**src/rtl/uart_char_display.sv**
```systemverilog
// UART character line buffer with echo handshake and tick-enabled digit scan.
// Entry 0 is the rightmost digit; scan_char feeds the external ASCII-to-segment decoder.

module ucd_cell (
  input  logic       clk,
  input  logic       rst_n,
  input  logic       ld,
  input  logic [7:0] d,
  output logic [7:0] q
);
  always_ff @(posedge clk or negedge rst_n)
    if (!rst_n)  q <= 8'h00;
    else if (ld) q <= d;
endmodule

module uart_char_display #(
  parameter int NUM_DIGITS = 4,
  parameter int CLOCK_FREQ = 100_000_000,
  parameter int SCAN_RATE  = 1000,
  parameter int ECHO_EN    = 1
) (
  input  logic                            clk,
  input  logic                            rst_n,
  input  logic [7:0]                      rx_data,
  input  logic                            rx_valid,
  output logic [7:0]                      tx_data,
  output logic                            tx_valid,
  input  logic                            tx_ready,
  output logic                            echo_overflow,
  output logic [$clog2(NUM_DIGITS+1)-1:0] char_count,
  output logic [7:0]                      scan_char,
  output logic [NUM_DIGITS-1:0]           an,
  output logic                            dp
);
  localparam int TICK_DIV = CLOCK_FREQ / SCAN_RATE;
  localparam int IDX_W    = $clog2(NUM_DIGITS);
  localparam int PS_W     = (TICK_DIV > 1) ? $clog2(TICK_DIV) : 1;
  localparam int CNT_W    = $clog2(NUM_DIGITS + 1);
  localparam logic [CNT_W-1:0] CNT_MAX = CNT_W'(NUM_DIGITS);
  localparam logic [PS_W-1:0]  PS_MAX  = PS_W'(TICK_DIV - 1);
  localparam logic [IDX_W-1:0] IDX_MAX = IDX_W'(NUM_DIGITS - 1);

  // ---------------- byte classification ----------------
  logic is_pr, is_bs, is_cl, accept, buf_upd;
  assign is_pr   = (rx_data >= 8'h20) && (rx_data <= 8'h7E);
  assign is_bs   = (rx_data == 8'h08) || (rx_data == 8'h7F);
  assign is_cl   = (rx_data == 8'h0D) || (rx_data == 8'h1B);
  assign accept  = rx_valid && (is_pr || is_bs || is_cl);
  // Backspace on an empty line is accepted (echoed) but leaves the buffer alone.
  assign buf_upd = rx_valid && (is_pr || is_cl || (is_bs && char_count != '0));

  // ---------------- line buffer ----------------
  logic [NUM_DIGITS-1:0][7:0] buf_q, buf_d;

  for (genvar i = 0; i < NUM_DIGITS; i++) begin : g_cell
    logic [7:0] shl, shr;
    if (i == 0) begin : g_shl_rx
      assign shl = rx_data;
    end else begin : g_shl_buf
      assign shl = buf_q[i-1];
    end
    if (i == NUM_DIGITS - 1) begin : g_shr_zero
      assign shr = 8'h00;
    end else begin : g_shr_buf
      assign shr = buf_q[i+1];
    end
    assign buf_d[i] = is_cl ? 8'h00 : (is_pr ? shl : shr);

    ucd_cell u_cell (
      .clk   (clk),
      .rst_n (rst_n),
      .ld    (buf_upd),
      .d     (buf_d[i]),
      .q     (buf_q[i])
    );
  end

  always_ff @(posedge clk or negedge rst_n)
    if (!rst_n)                                 char_count <= '0;
    else if (rx_valid && is_cl)                 char_count <= '0;
    else if (rx_valid && is_pr && char_count != CNT_MAX)
                                                char_count <= char_count + 1'b1;
    else if (rx_valid && is_bs && char_count != '0)
                                                char_count <= char_count - 1'b1;

  // ---------------- echo ----------------
  typedef enum logic {TX_IDLE, TX_BUSY} tx_st_t;
  tx_st_t     tx_st, tx_st_d;
  logic [7:0] tx_data_d;
  logic       ovf_d, echo_acc;

  assign echo_acc = accept && (ECHO_EN != 0);

  always_ff @(posedge clk or negedge rst_n)
    if (!rst_n) begin
      tx_st         <= TX_IDLE;
      tx_data       <= 8'h00;
      echo_overflow <= 1'b0;
    end else begin
      tx_st         <= tx_st_d;
      tx_data       <= tx_data_d;
      echo_overflow <= ovf_d;
    end

  always_comb begin
    tx_st_d   = tx_st;
    tx_data_d = tx_data;
    ovf_d     = echo_overflow;
    case (tx_st)
      TX_IDLE:
        if (echo_acc) begin
          tx_st_d   = TX_BUSY;
          tx_data_d = rx_data;
        end
      TX_BUSY:
        if (tx_ready) begin
          if (echo_acc) tx_data_d = rx_data;
          else          tx_st_d   = TX_IDLE;
        end else if (echo_acc) begin
          ovf_d = 1'b1;  // transmitter still busy: drop the byte, keep tx_data stable
        end
      default: tx_st_d = TX_IDLE;
    endcase
  end

  assign tx_valid = (tx_st == TX_BUSY);

  // ---------------- digit scan ----------------
  logic [PS_W-1:0]  ps_q;
  logic [IDX_W-1:0] idx_q, idx_nx;
  logic             wrap;

  assign wrap   = (ps_q == PS_MAX);
  assign idx_nx = (idx_q == IDX_MAX) ? '0 : idx_q + 1'b1;

  always_ff @(posedge clk or negedge rst_n)
    if (!rst_n) begin
      ps_q  <= '0;
      idx_q <= '0;
      an    <= ~NUM_DIGITS'(1);
    end else begin
      ps_q <= wrap ? '0 : ps_q + 1'b1;
      if (wrap) begin
        idx_q <= idx_nx;
        an    <= ~(NUM_DIGITS'(1) << idx_nx);
      end
    end

  assign scan_char = buf_q[idx_q];
  assign dp        = 1'b1;

endmodule
```
**config.mk**
```make
export PLATFORM = sky130hd
export DESIGN_NAME = uart_char_display
export DESIGN_NICKNAME = d
export VERILOG_FILES = /design/src/rtl/uart_char_display.sv
export SDC_FILE = /design/constraint.sdc
export NUM_CORES = 1
export LEC_CHECK = 0
export CAP_MARGIN = 15
export CORE_MARGIN = 1.5
export CORE_UTILIZATION = 53
export DETAILED_ROUTE_END_ITERATION = 10
export PLACE_DENSITY = 0.79
export SKIP_LAST_GASP = 1
export SYNTH_ARGS = -nofsm -noshare
export SYNTH_HDL_FRONTEND = slang
export SYNTH_SLANG_ARGS = --single-unit
```
**constraint.sdc**
```tcl
create_clock -name clk -period 3.62 [get_ports clk]
set_input_delay 0.724 -clock clk [delete_from_list [all_inputs] [get_ports clk]]
set_output_delay 0.724 -clock clk [all_outputs]
set_load 0.02 [all_outputs]
```
# --- Word-level counts from Yosys, hierarchy flattened ---
# Cells that the tools add are included.
totals:
  reg_bits: 68
  output_inout_bits: 26
  inputBits: 12
classes:
  eq_ne: 8
  n_lt_le_gt_ge: 3
  n_shift: 1
  add_sub_neg: 4
  reduce_logical: 18
  muxes: 21
  bitwise: 3
ops:
  columns: ["cell", "n"]
  rows:
  - ["$mux W8", 11]
  - ["$add A17 B1 Y17 const B", 1]
  - ["$eq A17 B17 Y1 const B", 1]
  - ["$mux W17", 1]
  - ["$bmux W8 S2", 1]
  - ["$eq A8 B4 Y1 const B", 2]
  - ["$pmux W8 S2", 1]
  - ["$logic_and A1 B1 Y1", 9]
  - ["$mux W3", 3]
  - ["$eq A8 B5 Y1 const B", 1]
  - ["$eq A8 B7 Y1 const B", 1]
  - ["$ge A8 B6 Y1 const B", 1]
  - ["$le A8 B7 Y1 const B", 1]
  - ["$logic_or A1 B1 Y1", 6]
  - ["$reduce_bool A3 Y1", 2]
  - ["$not A4 Y4", 1]
  - ["$shl A1 B2 Y4 const A", 1]
  - ["$add A3 B1 Y3 const B", 1]
  - ["$lt A2 B3 Y1 const B", 1]
  - ["$ne A3 B3 Y1 const B", 1]
  - ["$reduce_and A3 Y1", 1]
  - ["$sub A3 B1 Y3 const B", 1]
  - ["$add A2 B1 Y2 const B", 1]
  - ["$eq A2 B2 Y1 const B", 1]
  - ["other kinds (5)", 7]

# --- Logic depth before layout (Yosys ltp) ---
depth:
  ltp_word: 8
  depth_mapped: 10
  mapped_depth_nobuf: 9

# --- Hierarchy ---
# A second synthesis with hierarchy kept.
unflattened:
  cells_unflattened: 332
  area_unflattened_um2: 3704.8
modules_own_cells:
  columns: ["mod", "seq_area_each_um2", "instances", "cells_each", "area_each_um2"]
  rows:
  - ["uart_char_display", 904.6, 1, 264, 2378.5]
  - ["ucd_cell", 200.2, 4, 17, 331.6]

# --- Worst setup path after synthesis ---
# OpenSTA, ideal clock, no wires.
synth_timing:
  path_type: "input port to flip-flop"
  startpoint: "in rx_valid"
  endpoint: "reg char_count[2]"
  setup_slack_ns: 0.951
  path_buffers: 1
  stages: 10
  t_arrival_ns: 2.531
  t_required_ns: 3.482
  cell_sequence: "nor2b_1 > nor2b_1 > and2_1 > clkbuf_1 > nand2_1 > fa_1 > nand2b_1 > a22o_1 > nand2_1 > mux2i_1"
synth_via:
  elab_chain_cells: 4
  elab_cells_between_ends: 8
  classes_between: "2 x mux; 6 x reduce/logical"
synth_lines:
  columns: ["item", "line", "source"]
  rows:
  - ["start, declared", "25", "input logic rx_valid,"]
  - ["$logic_and A1 B1 Y1 (2 in series)", "81", "else if (rx_valid && is_pr && char_count != CNT_MAX)"]
  - ["$mux W3", "81", null]
  - ["$mux W3", "80", "else if (rx_valid && is_cl) char_count <= '0;"]
  - ["end signal, assigned", "82", "char_count <= char_count + 1'b1;"]
  - ["end signal, assigned", "84", "char_count <= char_count - 1'b1;"]
  - ["end, declared", "30", "output logic [$clog2(NUM_DIGITS+1)-1:0] char_count,"]
# Parallel ways exist; a longest one is shown, timed or not.
# A chain may end at the register's enable or synchronous reset.

# --- Final worst setup path ---
layout_timing:
  startpoint: "in rx_data[2]"
  endpoint: "reg tx_data[2]"
layout_via:
  elab_chain_cells: 8
  elab_cells_between_ends: 15
  classes_between: "2 x order compare; 4 x eq/ne; 3 x mux; 6 x reduce/logical"
layout_lines:
  columns: ["item", "line", "source"]
  rows:
  - ["start, declared", "24", "input logic [7:0] rx_data,"]
  - ["$ge A8 B6 Y1 (tied with other cells)", "45", "assign is_pr = (rx_data >= 8'h20) && (rx_data <= 8'h7E);"]
  - ["$logic_and A1 B1 Y1 / $logic_or A1 B1 Y1 (equally long branches)", "45, 46", null]
  - ["$logic_or A1 B1 Y1 (2 in series)", "48", "assign accept = rx_valid && (is_pr || is_bs || is_cl);"]
  - ["$logic_and A1 B1 Y1", "48", null]
  - ["$mux W8 *", "111, 117", null]
  - ["$mux W8", "116", "if (tx_ready) begin"]
  - ["$pmux W8 S2 *", "109", "case (tx_st)"]
  - ["end signal, assigned", "101", "tx_data <= tx_data_d;"]
  - ["end, declared", "26", "output logic [7:0] tx_data,"]
# Every way passes the cells marked *; elsewhere a longest branch is shown, timed or not. The select of a mux whose other input is x is not followed.

==> metrics.txt <==
via count=approximately 2600; die area=slightly below 0.007 mm2; Cell Pwr Density=slightly below 500 mW/mm2; Synth area leaders=dfrtp_1, nand3_1, nand2_1; setup TNS=0 ns; sequential-to-total area share from yosys stat=50.1%; final instance area=slightly above 0.004 mm2; Worst IR Drop VDD=0.000332 V; first-pass GRT wire length=12300 um; flops & latches, synth=68; flop-to-flop setup slack=around 1.6 ns; worst endpoint required time=roughly 3.8 ns; Netlist cell types=47; Layout area overhead=18.7%; Worst Hold Class=reg2reg; CP endpoint kind=flop; hpwl dp=approximately 4800 um; antenna violations before repair=0; Die X=between 80 and 90 um; Routed WL per cell=approximately 16 um; share of cells above drive strength 1=about an eighth; Num CTS Buffers=9; run status=complete, no violations; vias in the first global route=~2500; syn_nets=around 350; Synth area leader=dfrtp_1; initial core utilization=roughly 54%; DRC Markers=0; post-CTS setup repair buffer count=0; CTS Hold Buffers Added=0; Final setup viols=0; TritonCTS clock tree=built; I/O pins=38; CP max FO=8; Fmax achieved=about 340 MHz; yosys warns=0; leakage power=approximately 1.8 nW; routability-driven placement congestion ratio=a little over 0.8; port bufs=36; clock root cell=clkbuf_8; Die Y=slightly above 80 um; worst reg2reg path depth=5; Post-Syn Area=approximately 0.0034 mm2; fin crit share=82.4%; Longest Clk Path Bufs=2; PostCTS Resize Cnt=0; H-tree level count=3; first-pass detailed-route iteration total=4; grt ovf=0; fillers=500; final wirelength=7120 um; Yosys top cell area share=between 40% and 50%; Critical Path, Cell by Cell=clkdlybuf4s50_1 > or3b_1 > a2111oi_2 > or4b_1 > and3_1 > mux2_4; Final Slew Violations=0; Overall Global Routing Usage=between 20 and 25%; number of synthesized flops with an enable pin=0; Rel. slew slack=30.9%; syn_area_per_cell=roughly 10 um2; Worst Tran Pin Value=roughly 1.0 ns; startpoint types=input pin; number of routed nets with antenna violations=0; Final nets=between 300 and 400; CP startpoint=rx_data[2]; placed inst area=0.00386 mm2; Rows=29; worst-skew pair later-pin latency=around 0.34 ns; Final WS setup=roughly 0.64 ns; pin count of the biggest net entering global routing=49; slowest stage cell, crit path=clkdlybuf4s50_1; Reg-to-Reg Start=char_count[0]; Hold Path Cell Cnt=2; Reg-to-Reg End=g_cell[0].u_cell.q[7]; critical path class=in2reg; main flop type after synthesis=dfrtp_1; crit path DAT=~3.2 ns; end of the critical path=tx_data[2]; First DRT Iteration DRCs=between 200 and 300; post-layout min period=around 3 ns; Clock Pin Slew Worst Setup and Hold Paths=0.07 ns; clk sinks=68; Fin Clk Skew=around 0.0088 ns; vias per cell=around 5.7; RSZ-0062 raised after global routing=no; crit-path max cell delay=0.59 ns; Max Cap Violations=0; Async S/R FF share, synth=100%; Synth Instances=about 330; dpl ws=~0.28 ns; CORE AREA=0.00628 mm2; n_diodes=0; final count of hold timing violations=0
-- Yosys cell counts (2+ instances only) --
cell,instances
dfrtp_1,65
nand2_1,52
nand3_1,48
a22oi_1,19
nor2_1,16
clkbuf_1,12
inv_1,9
mux4_2,8
xnor2_1,8
mux2_4,7
mux2i_1,7
xor2_1,7
ha_1,5
nand2b_1,5
a32oi_1,4
buf_1,4
nand4_1,4
nor2b_1,4
and2_1,3
dfstp_2,3
nor3_1,3
nor4_1,3
and3_1,2
and4_1,2
nand3b_1,2
nand4b_1,2
o21ai_0,2
o21bai_1,2
-- per-stage QoR --
stage,util (%),std cells,power (mW),hold WS [ns]
finish,64.4,448,2.00,0.466
global route,64.4,448,2.12,0.490
CTS,64.4,448,2.02,0.468
detailed placement,61.5,432,1.44,0.462
global placement,61.5,432,1.42,0.453
floorplan,-,327,1.24,0.428
-- kinds of logic (layout without fill, tap and decap cells) --
| logic type | count (synthesis) | in the layout | synth area share (%) |
|---|---|---|---|
| flops | 68 | 68 | 50.1 |
| fa+ha+maj | 6 | 6 | 2.42 |
| xor+xnor | 15 | 15 | 3.86 |
| other cells | 1 | 1 | 0.110 |
| mux | 22 | 22 | 10.4 |
| buf+inv | 27 | 71 | 3.30 |
| compound gates | 37 | 37 | 8.34 |
| simple gates | 151 | 151 | 21.5 |
-- state kept, by name (all words and copies together), names as in the netlist --
name / cells
tx_valid: 1
tx_data: 8
an: 4
ps_q: 17
echo_overflow: 1
idx_q: 2
g_cell.u_cell.q: 32
char_count: 3
-- metal layers --
metal  global-route usage (%)  up-vias  wire (um)
met5                        0        -          0
met4                     9.09        0        108
met3                     3.98        8        341
met2                     33.3       70       3300
met1                     32.5     1250       3380
li1                         -     1243          -
-- final cells by class --
type                    count  area, um2  share of cell area, %
inverters                   9       33.8                  0.836
multi-input cells         232       1590                   39.4
well taps                  77       96.3                   2.38
clock buffers              15        176                   4.36
clock inverters             1       7.51                  0.186
flip-flops and latches     68       1710                   42.2
repair buffers             46        430                   10.6
-- where the power goes --
part	switching, mW	internal, mW
clock network	0.275	0.306
logic	0.220	0.232
registers	0.108	0.864
-- critical path: cells and delay by family --
kind	cells	cell delay [ns]
simple gates	3	1.05
mux	1	0.34
compound gates	1	0.50
buf+inv	1	0.59
-- how the worst min path moves through the flow --
| stage | slack, ns | to | start |
|---|---|---|---|
| CTS | 0.47 | an[1] | an[1] |
| global placement | 0.45 | an[1] | an[1] |
| floorplan | 0.43 | an[0] | rst_n |
| global route | 0.49 | an[1] | an[1] |
| finish | 0.47 | an[1] | an[1] |
| detailed placement | 0.46 | an[3] | an[3] |
-- layout by cell type, fill, tap and decap left out, types with 2 or more instances in the layout --
| master | instances |
|---|---|
| a22oi_1 | 19 |
| a32oi_1 | 4 |
| and2_1 | 3 |
| and3_1 | 2 |
| and4_1 | 2 |
| buf_4 | 10 |
| clkbuf_1 | 3 |
| clkbuf_8 | 12 |
| clkdlybuf4s50_1 | 35 |
| dfrtp_1 | 65 |
| dfstp_2 | 3 |
| ha_1 | 5 |
| inv_1 | 9 |
| mux2_4 | 7 |
| mux2i_1 | 7 |
| mux4_2 | 8 |
| nand2_1 | 52 |
| nand2b_1 | 5 |
| nand3_1 | 48 |
| nand3b_1 | 2 |
| nand4_1 | 4 |
| nand4b_1 | 2 |
| nor2_1 | 16 |
| nor2b_1 | 4 |
| nor3_1 | 3 |
| nor4_1 | 3 |
| o21ai_0 | 2 |
| o21bai_1 | 2 |
| xnor2_1 | 8 |
| xor2_1 | 7 |
Note: power is estimated with default switching activity, not from simulation.
